**src/rtl/gf180mcu_fd_sc_mcu7t5v0__rstgen_pkg.sv**
```systemverilog
// gf180mcu_fd_sc_mcu7t5v0__rstgen_pkg: state encoding and parameter limits shared by the reset generator.
package gf180mcu_fd_sc_mcu7t5v0__rstgen_pkg;
   localparam logic [1:0] ST_ASSERT = 2'd0;
   localparam logic [1:0] ST_HOLD   = 2'd1;
   localparam logic [1:0] ST_RUN    = 2'd2;
   localparam logic [1:0] ST_SWRST  = 2'd3;
   typedef enum logic [1:0] {
      ASSERT = ST_ASSERT,
      HOLD   = ST_HOLD,
      RUN    = ST_RUN,
      SWRST  = ST_SWRST
   } state_t;
   localparam int MIN_SYNC_STAGES = 2;
   localparam int MIN_HOLD_CYCLES = 1;
   function automatic logic params_ok(input int sync_stages, input int hold_cycles);
      return (sync_stages >= MIN_SYNC_STAGES) && (hold_cycles >= MIN_HOLD_CYCLES);
   endfunction
endpackage

```
**src/rtl/gf180mcu_fd_sc_mcu7t5v0__rstgen_sync.sv**
```systemverilog
// gf180mcu_fd_sc_mcu7t5v0__rstgen_sync: release synchronizer, a chain of ones shifted in once RN is high.
// o_sync_d is the value the last stage takes on the coming edge, so the FSM can act on that same edge.
module gf180mcu_fd_sc_mcu7t5v0__rstgen_sync #(
   parameter int SYNC_STAGES = 2
) (
   input  logic i_clk,
   input  logic i_rn,
   output logic o_sync,
   output logic o_sync_d
);
   logic [SYNC_STAGES-1:0] r_chain;
   always_ff @(posedge i_clk or negedge i_rn)
      if (!i_rn) r_chain <= '0;
      else r_chain <= {r_chain[SYNC_STAGES-2:0], 1'b1};
   assign o_sync   = r_chain[SYNC_STAGES-1];
   assign o_sync_d = r_chain[SYNC_STAGES-2];
endmodule

```
**src/rtl/gf180mcu_fd_sc_mcu7t5v0__rstgen_func.sv**
```systemverilog
// gf180mcu_fd_sc_mcu7t5v0__rstgen_func: async-assert / sync-deassert reset generator with a hold counter.
// Optional software reset handshake under `GF180MCU_FD_SC_MCU7T5V0__RSTGEN_SWREQ_EN; supplies under `USE_POWER_PINS.
module gf180mcu_fd_sc_mcu7t5v0__rstgen_func
   import gf180mcu_fd_sc_mcu7t5v0__rstgen_pkg::*;
#(
   parameter int SYNC_STAGES = 2,
   parameter int HOLD_CYCLES = 16
) (
`ifdef USE_POWER_PINS
   inout  wire  VDD,
   inout  wire  VSS,
`endif
`ifdef GF180MCU_FD_SC_MCU7T5V0__RSTGEN_SWREQ_EN
   input  logic SW_REQ,
   output logic SW_ACK,
`endif
   input  logic CLK,
   input  logic RN,
   output logic RN_OUT,
   output logic RST_DONE
);
   localparam int CNT_W = $clog2(HOLD_CYCLES + 1);
   localparam logic [CNT_W-1:0] CNT_ONE = CNT_W'(1);
   localparam logic [CNT_W-1:0] CNT_MAX = CNT_W'(HOLD_CYCLES);

   if (!params_ok(SYNC_STAGES, HOLD_CYCLES)) begin : g_bad_params
      $error("rstgen: SYNC_STAGES must be >= 2 and HOLD_CYCLES >= 1");
   end

   state_t           r_state, w_state_n;
   logic [CNT_W-1:0] r_cnt, w_cnt_n, w_cnt_inc;
   logic             r_rn_out, r_rn_q, r_done;
   logic             w_sync, w_sync_d;

   gf180mcu_fd_sc_mcu7t5v0__rstgen_sync #(.SYNC_STAGES(SYNC_STAGES)) u_sync (
      .i_clk    (CLK),
      .i_rn     (RN),
      .o_sync   (w_sync),
      .o_sync_d (w_sync_d)
   );

   assign w_cnt_inc = (r_cnt == CNT_MAX) ? CNT_MAX : r_cnt + CNT_ONE;

`ifdef GF180MCU_FD_SC_MCU7T5V0__RSTGEN_SWREQ_EN
   // r_arm: SW_REQ must be seen low in RUN before a request counts, so a level held from power-on never fires
   logic r_ack, w_ack_n, r_arm, w_arm_n, w_trig;
   assign w_trig = SW_REQ && !r_ack && r_arm;
`endif

   always_comb begin
      w_state_n = r_state;
      w_cnt_n   = r_cnt;
`ifdef GF180MCU_FD_SC_MCU7T5V0__RSTGEN_SWREQ_EN
      w_ack_n   = r_ack & SW_REQ;
      w_arm_n   = r_arm;
`endif
      case (r_state)
         ASSERT:
            if (w_sync_d) begin
               w_cnt_n   = CNT_ONE;
               w_state_n = (CNT_ONE == CNT_MAX) ? RUN : HOLD;
            end
         HOLD:
            if (!w_sync) begin
               w_cnt_n   = '0;
               w_state_n = ASSERT;
            end else begin
               w_cnt_n   = w_cnt_inc;
               w_state_n = (w_cnt_inc == CNT_MAX) ? RUN : HOLD;
            end
         RUN: begin
`ifdef GF180MCU_FD_SC_MCU7T5V0__RSTGEN_SWREQ_EN
            w_arm_n = w_trig ? 1'b0 : (r_arm | ~SW_REQ);
            if (w_trig) begin
               w_cnt_n   = '0;
               w_state_n = SWRST;
            end
`endif
         end
`ifdef GF180MCU_FD_SC_MCU7T5V0__RSTGEN_SWREQ_EN
         SWRST: begin
            w_cnt_n = w_cnt_inc;
            if (w_cnt_inc == CNT_MAX) begin
               w_state_n = RUN;
               w_ack_n   = 1'b1;
            end
         end
`endif
         default: begin
            w_cnt_n   = '0;
            w_state_n = ASSERT;
         end
      endcase
   end

   // RN_OUT comes straight from a flop so it can never glitch high on a state decode
   always_ff @(posedge CLK or negedge RN)
      if (!RN) begin
         r_state  <= ASSERT;
         r_cnt    <= '0;
         r_rn_out <= 1'b0;
         r_rn_q   <= 1'b0;
         r_done   <= 1'b0;
      end else begin
         r_state  <= w_state_n;
         r_cnt    <= w_cnt_n;
         r_rn_out <= (w_state_n == RUN);
         r_rn_q   <= r_rn_out;
         r_done   <= r_rn_out & ~r_rn_q;
      end

`ifdef GF180MCU_FD_SC_MCU7T5V0__RSTGEN_SWREQ_EN
   always_ff @(posedge CLK or negedge RN)
      if (!RN) begin
         r_ack <= 1'b0;
         r_arm <= 1'b0;
      end else begin
         r_ack <= w_ack_n;
         r_arm <= w_arm_n;
      end
   assign SW_ACK = r_ack;
`endif

   assign RN_OUT   = r_rn_out;
   assign RST_DONE = r_done;
endmodule

```
**config.mk**
```make
export PLATFORM = sky130hd
export DESIGN_NAME = gf180mcu_fd_sc_mcu7t5v0__rstgen_func
export DESIGN_NICKNAME = d
export VERILOG_FILES = /design/src/rtl/gf180mcu_fd_sc_mcu7t5v0__rstgen_pkg.sv /design/src/rtl/gf180mcu_fd_sc_mcu7t5v0__rstgen_sync.sv /design/src/rtl/gf180mcu_fd_sc_mcu7t5v0__rstgen_func.sv
export SDC_FILE = /design/constraint.sdc
export NUM_CORES = 1
export LEC_CHECK = 0
export CORE_AREA = 4 4 41 43
export DETAILED_ROUTE_END_ITERATION = 8
export DIE_AREA = 0 0 45 47
export GPL_ROUTABILITY_DRIVEN = 1
export PLACE_DENSITY = 0.61
export SLEW_MARGIN = 20
export SYNTH_ARGS = -nofsm -noshare
export SYNTH_HDL_FRONTEND = slang
export SYNTH_SLANG_ARGS = --single-unit
```
**constraint.sdc**
```tcl
create_clock -name CLK -period 2 [get_ports CLK]
set_clock_uncertainty 0.2 [all_clocks]
set_input_delay 0.6 -clock CLK [delete_from_list [all_inputs] [get_ports CLK]]
set_output_delay 0.6 -clock CLK [all_outputs]
set_load 0.02 [all_outputs]
```
Word level (Yosys, flattened, before mapping) --
Cells that the tools add are included.
Word-level totals: word-level logic and storage cells 26, output and inout bits 2, flip-flop bits (word level) 12
Operators by class: bitwise operators 3, reduce and logical (&&, ||, !) cells 2, $add $sub $neg 1, muxes and demuxes 8, eq/ne operators 6
Operators by type and width (number):
- two-way mux 5 bit | 3
- one-hot mux 5 bit (3 select lines) | 1
- == test 5 bit, second input constant | 2
- two-way mux 2 bit | 3
- one-hot mux 2 bit (3 select lines) | 1
- adder 5 x 1 -> 5 bit, second input constant | 1
- == test 2 bit, second input constant | 2
- == test 2 x 1 -> 1 bit, second input constant | 1
- logical NOT 2 bit | 1
- inequality test 2 x 1 -> 1 bit, second input constant | 1
- inverter 1 bit | 2
- AND reduction 2 bit | 1
- AND 1 bit | 1

Longest topological paths before layout --
Gate-level depths: netlist of run 1.
depth in word-level cells 7, mapped depth 6, gate-level depth less buffers 6

By module --
A second synthesis of run 1 with hierarchy kept.
Second synthesis, totals: cells, all modules 47, area total of the unflattened synthesis 524.3 sq um
By module, submodules not included:
- gf180mcu_fd_sc_mcu7t5v0__rstgen_func | area an instance 470.5 sq um, cells an instance 44, instances 1
- gf180mcu_fd_sc_mcu7t5v0__rstgen_sync | area an instance 53.8 sq um, cells an instance 3, instances 1

Worst setup path before layout of run 1 --
No wires, ideal clock.
path kind flip-flop to flip-flop, start point reg r_cnt[0], end point reg r_state[0], data arrival time 1280 ps, period minus slack after synthesis 1617 ps, buffers on the path 0, path slack 383 ps, setup time 137 ps, cell stages (with the launch flop) 6, cell sequence dfrtp_1 ha_1 nor3b_1 nor3_1 nor4_2 o22ai_1
On the way: longest elaborated chain between the ends 6
Ends and longest elaborated chain:
- from (decl) | line gf180mcu_fd_sc_mcu7t5v0__rstgen_func.sv:31 | logic [CNT_W-1:0] r_cnt, w_cnt_n, w_cnt_inc;
- from (signal assigned) | line gf180mcu_fd_sc_mcu7t5v0__rstgen_func.sv:106 | r_cnt <= w_cnt_n;
- adder 5 x 1 -> 5 bit / == test 5 bit (equally long branches) | line gf180mcu_fd_sc_mcu7t5v0__rstgen_func.sv:42 | assign w_cnt_inc = (r_cnt == CNT_MAX) ? CNT_MAX : r_cnt + CNT_ONE;
- two-way mux 5 bit (*) | line gf180mcu_fd_sc_mcu7t5v0__rstgen_func.sv:42
- == test 5 bit (*) | line gf180mcu_fd_sc_mcu7t5v0__rstgen_func.sv:69 | w_state_n = (w_cnt_inc == CNT_MAX) ? RUN : HOLD;
- two-way mux 2 bit (*) | line gf180mcu_fd_sc_mcu7t5v0__rstgen_func.sv:69
- two-way mux 2 bit (*) | line gf180mcu_fd_sc_mcu7t5v0__rstgen_func.sv:64 | if (!w_sync) begin
- one-hot mux 2 bit (3 select lines) (*) | line gf180mcu_fd_sc_mcu7t5v0__rstgen_func.sv:57 | case (r_state)
- named net w_state_n[0] | line gf180mcu_fd_sc_mcu7t5v0__rstgen_func.sv:30 | state_t r_state, w_state_n;
- to (signal assigned) | line gf180mcu_fd_sc_mcu7t5v0__rstgen_func.sv:105 | r_state <= w_state_n;
- to (decl) | line gf180mcu_fd_sc_mcu7t5v0__rstgen_func.sv:30
Mark *: on every way through the listed nets, which the timed path passes. The rest lies on a longest branch. A chain may end at the register's enable or synchronous reset.

Worst setup path after layout of run 1 --
start point reg r_rn_out (netlist: RN_OUT), end point out RN_OUT
RTL lines:
- from (decl) | line gf180mcu_fd_sc_mcu7t5v0__rstgen_func.sv:32 | logic r_rn_out, r_rn_q, r_done;
- from (signal assigned) | line gf180mcu_fd_sc_mcu7t5v0__rstgen_func.sv:107 | r_rn_out <= (w_state_n == RUN);
- to (decl) | line gf180mcu_fd_sc_mcu7t5v0__rstgen_func.sv:19 | output logic RN_OUT,
No word-level cell between the ends.

==> results.md, run 1 <==
## Logic synthesis
• **most common cell in the netlist** sky130_fd_sc_hd__dfrtp_1
• **top cells by area, synth** sky130_fd_sc_hd__dfrtp_1 (55%), sky130_fd_sc_hd__a22o_1 (4.8%), sky130_fd_sc_hd__ha_1 (4.6%), sky130_fd_sc_hd__o21ai_0 (3.6%), sky130_fd_sc_hd__nor2b_1 (3.4%)
• **distinct cell type count of the synthesized netlist** 24
• **number of synthesized register bits** 12
• **synthesized area divided by synthesized cell count** 11.0 um^2
• **flip-flop cell with the highest count after synthesis** sky130_fd_sc_hd__dfrtp_1
• **total number of yosys warnings** 0
• **synth cell count leaders** sky130_fd_sc_hd__dfrtp_1 (12), sky130_fd_sc_hd__o21ai_0 (4)
• **cell area after synthesis** 549 um^2
• **number of synthesized flops with an enable pin** 0
• **number of instances in the synthesized netlist** 50
• **leading area contributor after synthesis** sky130_fd_sc_hd__dfrtp_1
• **register area share after synthesis** 0.547
• **area fraction of the dominant cell type after synthesis** 0.547
• **Synth async-reset ratio** 1.00
• **Syn Nets** 54

## Finish
• **number of nets in the final layout** 63
• **filler cell count in the final layout** 127
• **share of final-layout standard cells stronger than drive strength 1** 0.103
• **post-route core utilization** 0.491
• **count of antenna diodes in the layout** 0
• **Non-Filler Cell Area, Final** 639 um^2
• **Area growth syn-to-layout** 16.4%
• **count of placed standard cells in the final layout, fillers left out** 73

## Detailed routing
• **DRT Pass-1 Iters** 3
• **number of antenna-violating nets in the routed design** 0
• **WL/cell** 12.0 um
• **total via count in the routed design** 384
• **Initial DRC Count** 8
• **total wire length** 877 um
• **Via-to-Cell Ratio** 5.26
• **drc violations** 0

## Floorplan
• **Die X** 45 um
• **core box area** 0.00130 mm^2
• **Vert. Die Dim** 47 um
• **site row count** 13
• **number of top-level pins** 4
• **die footprint** 0.00212 mm^2
• **starting density of the core** 0.422

## Worst setup path
• **Crit-path slowest cell** sky130_fd_sc_hd__dfrtp_1
• **category of the most critical setup path** reg2out
• **arrival time at the worst endpoint** 0.99 ns
• **kind of capture point of the worst setup path** output port
• **crit-path max cell delay** 0.39 ns
• **worst reg-to-reg path cell count** 6
• **setup slack, reg-to-reg** 0.25 ns
• **element type at the critical path start** flip-flop
• **highest fanout seen on the critical path** 3
• **cell chain of the critical path** dlygate4sd2_1
• **R2R Path Start** r_cnt[0]$_DFFE_PN0P_
• **kind of cell with the highest combined delay on the critical path** flip-flops
• **Req. time, crit path** 1.20 ns
• **endpoint of the most critical register-to-register path** r_state[0]$_DFF_PN0_
• **buffering stage count on the worst path with inverters included** 1

## Hold path
• **Worst Hold Launch** u_sync.r_chain[0]$_DFF_PN0_
• **Hold/Removal Path Class** reg2reg
• **WHS Endpoint** u_sync.r_chain[1]$_DFF_PN0_
• **number of stages on the worst hold path** 0

## Clocking
• **clock insertion delay at the later pin of the skew report** 0.28 ns
• **Root Driver** sky130_fd_sc_hd__clkbuf_4
• **count of instances resized after the clock tree is built** 2
• **TritonCTS buffer count** 3
• **clock edge transition at the registers on the reported setup and hold paths** 0.08 ns
• **Bufs on Longest Clock Path** 2
• **clock tree from TritonCTS** yes
• **Post-CTS Repair Setup Buffers** 0
• **clock tree sinks** 12
• **quantity of hold-fixing buffers added after cts** 0
• **Clock H-tree levels** 1

## Place
• **number of input and output port buffers inserted** 3
• **number of instances in the placed design** 69
• **setup slack after placement** 0.257 ns
• **instance area at placement** 606 um^2
• **last weighted congestion value of the routability-driven placer** 0.736
• **sum of net half-perimeters after detailed placement** 612 um

## STA
• **crit share post-route** 0.893
• **Final Slew Violations** 0
• **final hold violation count** 0
• **Total Negative Setup Slacks** 0 ns
• **Final Setup Violations** 0
• **smallest hold slack** 0.174 ns
• **Highest Clock Rate** 560 MHz
• **fin worst setup slack** 0.214 ns
• **clock period minus final worst setup slack** 1.79 ns
• **unrepaired setup endpoints after global routing** false

## Run
• **max capacitance violation total** 0

## Outcome
• **status** finished clean

## Global route
• **vias in the first global route** 395
• **largest net degree at the start of global routing** 13
• **global routing usage summed across all routing layers** 0.111
• **antenna violations before repair** 0
• **global-route wire length before repair** 1600 um
• **overflow left after global routing** 0

## Pwr
• **Static Leakage** 0.313 nW
• **worst IR drop on VDD** 0.688 mV
• **pwr dens** 843 mW/mm^2
• **overall power** 0.539 mW

[routing by layer]
layer  GRT usage  wire (um)
met4      0.0468         14
met5           0          0
met3      0.0690         66
met1       0.123        398
met2       0.169        398
[logic make-up after synthesis]
logic type	Yosys count	synth area share
other	1	0.00683
AND/OR/NAND/NOR	18	0.203
buffers and inverters	3	0.0205
adder cells (fa/ha/maj)	2	0.0456
flip-flops	12	0.547
XOR/XNOR	2	0.0319
AO/OA/AOI/OAI	12	0.146
[layout by cell type (no fill, tap or decap), drive strengths merged, types with 2 or more instances in the layout]
| cell type | n |
|---|---|
| inv | 3 |
| nor2b | 3 |
| clkbuf | 4 |
| o21ai | 4 |
| a22o | 3 |
| ha | 2 |
| o31ai | 2 |
| nand2 | 2 |
| nor2 | 3 |
| nand3 | 2 |
| dfrtp | 12 |
| dlygate4sd2 | 2 |
[final cells by class]
cell class	instances	area, um^2	area share
multi-input cells	35	238	0.372
inverters	3	11.3	0.0176
clock buffers	4	36.3	0.0568
flip-flops and latches	12	300	0.470
well taps	15	18.8	0.0294
repair buffers	4	35.0	0.0548
[sequential cells by signal (all words and copies together), names as in the netlist]
signal	flops
r_state	2
RN_OUT	1
RST_DONE	1
r_rn_q	1
r_cnt	5
u_sync.r_chain	2
[how the worst max path moves through the flow]
| stage | slack, ns | to | startpoint | depth (start not counted) |
|---|---|---|---|---|
| floorplan | 0.38 | r_state[0]$_DFF_PN0_ | r_cnt[0]$_DFFE_PN0P_ | 5 |
| global placement | 0.23 | r_state[0]$_DFF_PN0_ | r_cnt[0]$_DFFE_PN0P_ | 6 |
| detailed placement | 0.26 | RN_OUT | RN_OUT$_DFF_PN0_ | 1 |
| CTS | 0.21 | RN_OUT | RN_OUT$_DFF_PN0_ | 1 |
| global route | 0.12 | r_state[0]$_DFF_PN0_ | r_cnt[0]$_DFFE_PN0P_ | 6 |
| finish | 0.21 | RN_OUT | RN_OUT$_DFF_PN0_ | 1 |
[report_power, final]
part           switching [mW]  internal, mW
logic                  0.0433        0.0307
registers              0.0157         0.257
clock network          0.0813         0.111
Note: power is estimated with default switching activity, not from simulation.
==> run 2: changes to the inputs <==
- CAP_MARGIN: default -> 20
- CORE_AREA: 4 4 41 43 -> 5 5 42 44
- DIE_AREA: 0 0 45 47 -> 0 0 47 49
==> results.md, run 2 (synthesis results as in run 1) <==
## Place
• **number of instances in the placed design** 70, was 69
• **last weighted congestion value of the routability-driven placer** 0.727, was 0.736
• **setup slack after placement** 0.226 ns, was 0.257 ns
• **number of input and output port buffers inserted** 3, unchanged
• **sum of net half-perimeters after detailed placement** 658 um, was 612 um

## Clocking
• **clock insertion delay at the later pin of the skew report** 0.28 ns, about the same
• **TritonCTS buffer count** 3, unchanged
• **clock tree from TritonCTS** yes, unchanged
• **count of instances resized after the clock tree is built** 2, unchanged
• **clock tree sinks** 12, unchanged
• **Post-CTS Repair Setup Buffers** 0, unchanged
• **quantity of hold-fixing buffers added after cts** 0, unchanged
• **Clock H-tree levels** 1, unchanged
• **Bufs on Longest Clock Path** 2, unchanged
• **clock edge transition at the registers on the reported setup and hold paths** 0.07 ns, was 0.08 ns
• **Root Driver** sky130_fd_sc_hd__clkbuf_4, unchanged

## Worst setup path
• **Worst setup startpoint** RN_OUT$_DFF_PN0_, unchanged
• **cell chain of the critical path** dlygate4sd2_1, unchanged
• **worst reg-to-reg path cell count** 6, unchanged
• **buffering stage count on the worst path with inverters included** 1, unchanged
• **category of the most critical setup path** reg2out, unchanged
• **arrival time at the worst endpoint** 0.99 ns, about the same
• **highest fanout seen on the critical path** 3, unchanged
• **setup slack, reg-to-reg** 0.22 ns, was 0.25 ns
• **R2R Path Start** r_cnt[0]$_DFFE_PN0P_, unchanged
• **crit-path max cell delay** 0.39 ns, about the same
• **endpoint of the most critical register-to-register path** r_state[0]$_DFF_PN0_, unchanged
• **capturing element of the worst setup path** RN_OUT, unchanged
• **kind of cell with the highest combined delay on the critical path** flip-flops, unchanged
• **Req. time, crit path** 1.20 ns, about the same
• **element type at the critical path start** flip-flop, unchanged
• **kind of capture point of the worst setup path** output port, unchanged
• **Crit-path slowest cell** sky130_fd_sc_hd__dfrtp_1, unchanged
• **stages on the worst setup path** 1, unchanged

## STA
• **smallest hold slack** 0.177 ns, was 0.174 ns
• **clock period minus final worst setup slack** 1.79 ns, about the same
• **Highest Clock Rate** 560 MHz, about the same
• **Final Setup Violations** 0, unchanged
• **Final Slew Violations** 0, unchanged
• **final hold violation count** 0, unchanged
• **Total Negative Setup Slacks** 0 ns, unchanged
• **unrepaired setup endpoints after global routing** false, unchanged
• **crit share post-route** 0.893, about the same
• **fin worst setup slack** 0.215 ns, was 0.214 ns

## Pwr
• **Static Leakage** 0.313 nW, unchanged
• **worst IR drop on VDD** 0.331 mV, was 0.688 mV
• **pwr dens** 842 mW/mm^2, was 843 mW/mm^2

## Run
• **max capacitance violation total** 0, unchanged

## Outcome
• **status** finished clean, unchanged

## Detailed routing
• **drc violations** 0, unchanged
• **WL/cell** 11.9 um, was 12.0 um
• **DRT Pass-1 Iters** 2, was 3
• **Initial DRC Count** 10, was 8
• **total via count in the routed design** 377, was 384
• **total wire length** 884 um, was 877 um
• **Via-to-Cell Ratio** 5.09, was 5.26
• **number of antenna-violating nets in the routed design** 0, unchanged

## Finish
• **most common cell after layout, fill and taps aside** sky130_fd_sc_hd__dfrtp_1, unchanged
• **count of placed standard cells in the final layout, fillers left out** 74, was 73
• **filler cell count in the final layout** 144, was 127
• **count of antenna diodes in the layout** 0, unchanged
• **Area growth syn-to-layout** 16.6%, was 16.4%
• **post-route core utilization** 0.457, was 0.491
• **number of flip-flops under the largest register name** 5, unchanged
• **share of final-layout standard cells stronger than drive strength 1** 0.103, unchanged
• **biggest registers after layout** r_cnt: 5 flops, r_state: 2 flops, u_sync.r_chain: 2 flops, unchanged
• **largest register by flop count** r_cnt, unchanged
• **most frequent cells in the layout** sky130_fd_sc_hd__dfrtp_1 (12), sky130_fd_sc_hd__o21ai_0 (4), unchanged
• **number of nets in the final layout** 63, unchanged

## Global route
• **overflow left after global routing** 0, unchanged
• **most crowded layer after global routing** met2, unchanged
• **vias in the first global route** 386, was 395
• **largest net degree at the start of global routing** 13, unchanged
• **met2 capacity usage during global routing** 0.140, was 0.169
• **met1 capacity usage during global routing** 0.114, was 0.123
• **global routing usage summed across all routing layers** 0.102, was 0.111
• **global-route wire length before repair** 1590 um, was 1600 um
• **M3 GR Usage** 0.0369, was 0.0690
• **antenna violations before repair** 0, unchanged

## Floorplan
• **die footprint** 0.00230 mm^2, was 0.00212 mm^2
• **starting density of the core** 0.392, was 0.422
• **site row count** 14, was 13
• **Vert. Die Dim** 49 um, was 47 um
• **core box area** 0.00140 mm^2, was 0.00130 mm^2
• **Die X** 47 um, was 45 um
• **number of top-level pins** 4, unchanged

## Hold path
• **Hold/Removal Path Class** reg2reg, unchanged

-- run 2: cell counts in the layout (fill, tap and decap cells not counted) --
No cell type changed its count.
-- run 2: worst min path at each step --
stage	start	endpoint	slack, ns	cells after the start
3_5_place_dp	u_sync.r_chain[0]$_DFF_PN0_	u_sync.r_chain[1]$_DFF_PN0_	0.16	0
6_report	u_sync.r_chain[0]$_DFF_PN0_	u_sync.r_chain[1]$_DFF_PN0_	0.18	0
4_1_cts	u_sync.r_chain[0]$_DFF_PN0_	u_sync.r_chain[1]$_DFF_PN0_	0.18	0
3_3_place_gp	u_sync.r_chain[0]$_DFF_PN0_	u_sync.r_chain[1]$_DFF_PN0_	0.16	0
5_1_grt	u_sync.r_chain[0]$_DFF_PN0_	u_sync.r_chain[1]$_DFF_PN0_	0.21	0
2_1_floorplan	RN	RN_OUT$_DFF_PN0_	0.10	0
-- run 2: final cells by class --
| cell class | instances | area (um^2) | area share |
|---|---|---|---|
| timing repair buffer | 4 | 35.0 | 0.0547 |
| tap | 16 | 20.0 | 0.0313 |
| multi-input combinational | 35 | 238 | 0.371 |
| sequential | 12 | 300 | 0.469 |
| clock buffer | 4 | 36.3 | 0.0566 |
| inverter | 3 | 11.3 | 0.0176 |
-- run 2: metrics by stage --
step                total power [mW]  instance area, um^2
finish                         0.539                  641
global route                   0.571                  641
CTS                            0.549                  641
detailed placement             0.350                  607
global placement               0.350                  607
floorplan                      0.328                  549
-- run 2: power by group --
group | total (mW) | switching, mW | internal, mW
clock network | 0.195 | 0.0837 | 0.111
logic | 0.0707 | 0.0404 | 0.0304
registers | 0.274 | 0.0167 | 0.257
total | 0.539 | 0.141 | 0.399
-- run 2: layer usage --
layer / vias to the layer above / part of all wire
met1: 173 / 0.44
met5: - / 0
met4: 0 / 0.049
met2: 7 / 0.44
li1: 192 / -
met3: 5 / 0.064
==> run 3: changes to the inputs <==
==> constraint.sdc (replaced) <==
create_clock -name CLK -period 1.7 [get_ports CLK]
set_clock_uncertainty 0.2 [all_clocks]
set_input_delay 0.255 -clock CLK [delete_from_list [all_inputs] [get_ports CLK]]
set_output_delay 0.255 -clock CLK [all_outputs]
set_load 0.02 [all_outputs]
==> results.md, run 3 (synthesis results as in run 1) <==
## STA
• **Final Slew Violations** 0, unchanged
• **clock period minus final worst setup slack** 1.69 ns
• **final hold violation count** 0, unchanged
• **Total Negative Setup Slacks** 0 ns, unchanged
• **Final Setup Violations** 0, unchanged
• **smallest hold slack** 0.0699 ns, was 0.177 ns
• **fin worst setup slack** 0.0127 ns, was 0.215 ns
• **Highest Clock Rate** 593 MHz
• **unrepaired setup endpoints after global routing** true, was false
• **crit share post-route** 0.993

## Pwr
• **total net switching power** 0.166 mW, was 0.141 mW
• **Power Internal** 0.446 mW, was 0.399 mW
• **Static Leakage** 0.340 nW, was 0.313 nW
• **pwr dens** 904 mW/mm^2, was 842 mW/mm^2
• **part of the total power dissipated in combinational logic** 0.194, was 0.131
• **Sequential Power Share** 0.525, was 0.508
• **fraction of power spent switching nets** 0.271, was 0.261
• **overall power** 0.612 mW, was 0.539 mW
• **clock group share of total power** 0.282, was 0.361
• **worst IR drop on VDD** 0.582 mV, was 0.331 mV

## Floorplan
• **core box area** 0.00140 mm^2, unchanged
• **die footprint** 0.00230 mm^2, unchanged
• **number of top-level pins** 4, unchanged
• **Die X** 47 um, unchanged
• **site row count** 14, unchanged
• **starting density of the core** 0.392, unchanged
• **Vert. Die Dim** 49 um, unchanged

## Detailed routing
• **total wire length** 1030 um, was 884 um
• **Initial DRC Count** 1, was 10
• **WL/cell** 13.1 um, was 11.9 um
• **DRT Pass-1 Iters** 3, was 2
• **total via count in the routed design** 393, was 377
• **Via-to-Cell Ratio** 5.04, was 5.09
• **drc violations** 0, unchanged
• **number of antenna-violating nets in the routed design** 0, unchanged

## Place
• **number of input and output port buffers inserted** 3, unchanged
• **last weighted congestion value of the routability-driven placer** 0.730, was 0.727
• **sum of net half-perimeters after detailed placement** 746 um, was 658 um
• **setup slack after placement** -0.0218 ns, was 0.226 ns

## Worst setup path
• **buffering stage count on the worst path with inverters included** 1, unchanged
• **Worst setup startpoint** r_cnt[1]$_DFFE_PN0P_, was RN_OUT$_DFF_PN0_
• **arrival time at the worst endpoint** 1.69 ns, was 0.99 ns
• **category of the most critical setup path** reg2reg, was reg2out
• **cell chain of the critical path** inv_1 -> ha_1 -> and4bb_1 -> nor3_1 -> nor4_2 -> a22o_1, was dlygate4sd2_1
• **Req. time, crit path** 1.71 ns, was 1.20 ns
• **kind of capture point of the worst setup path** flip-flop, was output port
• **crit-path max cell delay** 0.41 ns, was 0.39 ns
• **highest fanout seen on the critical path** 4, was 3
• **R2R Path Start** r_cnt[1]$_DFFE_PN0P_, was r_cnt[0]$_DFFE_PN0P_
• **kind of cell with the highest combined delay on the critical path** simple AND/OR/NAND/NOR gates, was flip-flops
• **worst reg-to-reg path cell count** 6, unchanged
• **Crit-path slowest cell** sky130_fd_sc_hd__dfrtp_1, unchanged
• **stages on the worst setup path** 6, was 1
• **element type at the critical path start** flip-flop, unchanged

## Finish
• **filler cell count in the final layout** 135, was 144
• **number of nets in the final layout** 68, was 63
• **Area growth syn-to-layout** 23.2%, was 16.6%
• **share of final-layout standard cells stronger than drive strength 1** 0.210, was 0.103
• **most frequent cells in the layout** sky130_fd_sc_hd__dfrtp_1 (12), sky130_fd_sc_hd__buf_4 (6), sky130_fd_sc_hd__o21ai_0 (4), was sky130_fd_sc_hd__dfrtp_1 (12), sky130_fd_sc_hd__o21ai_0 (4)
• **most common cell after layout, fill and taps aside** sky130_fd_sc_hd__dfrtp_1, unchanged
• **count of antenna diodes in the layout** 0, unchanged
• **biggest registers after layout** r_cnt: 5 flops, r_state: 2 flops, u_sync.r_chain: 2 flops, unchanged
• **largest register by flop count** r_cnt, unchanged
• **number of flip-flops under the largest register name** 5, unchanged

## Clocking
• **clock tree from TritonCTS** yes, unchanged
• **clock edge transition at the registers on the reported setup and hold paths** 0.07 ns, about the same
• **clock tree sinks** 12, unchanged
• **Clock H-tree levels** 1, unchanged
• **Bufs on Longest Clock Path** 2, unchanged
• **Root Driver** sky130_fd_sc_hd__clkbuf_4, unchanged
• **quantity of hold-fixing buffers added after cts** 0, unchanged
• **TritonCTS buffer count** 3, unchanged
• **clock insertion delay at the later pin of the skew report** 0.27 ns, was 0.28 ns

## Outcome
• **status** finished clean, unchanged

## Hold path
• **Hold/Removal Path Class** in2async, was reg2reg

## Global route
• **global routing usage summed across all routing layers** 0.112, was 0.102
• **overflow left after global routing** 0, unchanged
• **antenna violations before repair** 0, unchanged
• **vias in the first global route** 406, was 386
• **global-route wire length before repair** 1700 um, was 1590 um
• **largest net degree at the start of global routing** 13, unchanged

## Run
• **max capacitance violation total** 0, unchanged

-- run 3: changes by cell type in the layout (fill, tap and decap cells not counted), sizes merged --
| cell | change |
|---|---|
| clkbuf | -1 |
| dlymetal6s2s | +1 |
| buf | +5 |
| clkdlybuf4s50 | +1 |
| dlygate4sd2 | -2 |
-- run 3: power groups by stage --
stage	clock network, mW	logic (mW)	registers [mW]
after global routing	0.187	0.133	0.324
after floorplan	0	0.0630	0.323
final	0.172	0.118	0.321
after detailed placement	0	0.108	0.325
after CTS	0.178	0.119	0.321
after global placement	0	0.107	0.325
-- run 3: final timing paths --
check                                              end  slack [ns]
setup / recovery                      RN_OUT$_DFF_PN0_        0.01
hold / removal                        r_rn_q$_DFF_PN0_        0.07
setup reg to reg                      RN_OUT$_DFF_PN0_        0.01
hold reg to reg            u_sync.r_chain[1]$_DFF_PN0_        0.18
max in group asynchronous         r_cnt[0]$_DFFE_PN0P_        1.07
min in group CLK           u_sync.r_chain[1]$_DFF_PN0_        0.18
-- run 3: what timing repair did --
action                                  CTS  global route
pin swaps                                 2             2
buffers inserted                          2             0
resized for setup                         3             1
endpoints found under the setup margin    3             5
-- run 3: cell type report --
| cell class | count | area (um^2) | area share |
|---|---|---|---|
| Inverter | 3 | 11.3 | 0.0166 |
| Clock buffer | 3 | 22.5 | 0.0333 |
| Sequential cell | 12 | 300 | 0.444 |
| Timing Repair Buffer | 9 | 77.6 | 0.115 |
| Multi-Input combinational cell | 35 | 245 | 0.362 |
| Tap cell | 16 | 20.0 | 0.0296 |
-- run 3: metrics by stage --
step	std cells	instance area (um^2)	utilization
6_report	78	677	0.483
3_3_place_gp	73	629	0.449
2_1_floorplan	50	549	-
4_1_cts	78	674	0.481
3_5_place_dp	73	629	0.449
5_1_grt	78	677	0.483
-- run 3: per-layer routing --
metal	up-vias	part of all wire	routed length, um	track usage
li1	201	-	-	-
met1	182	0.43	440	0.121
met2	6	0.48	491	0.158
met3	4	0.050	51	0.0480
met4	0	0.040	41	0.0968
met5	-	0	0	0
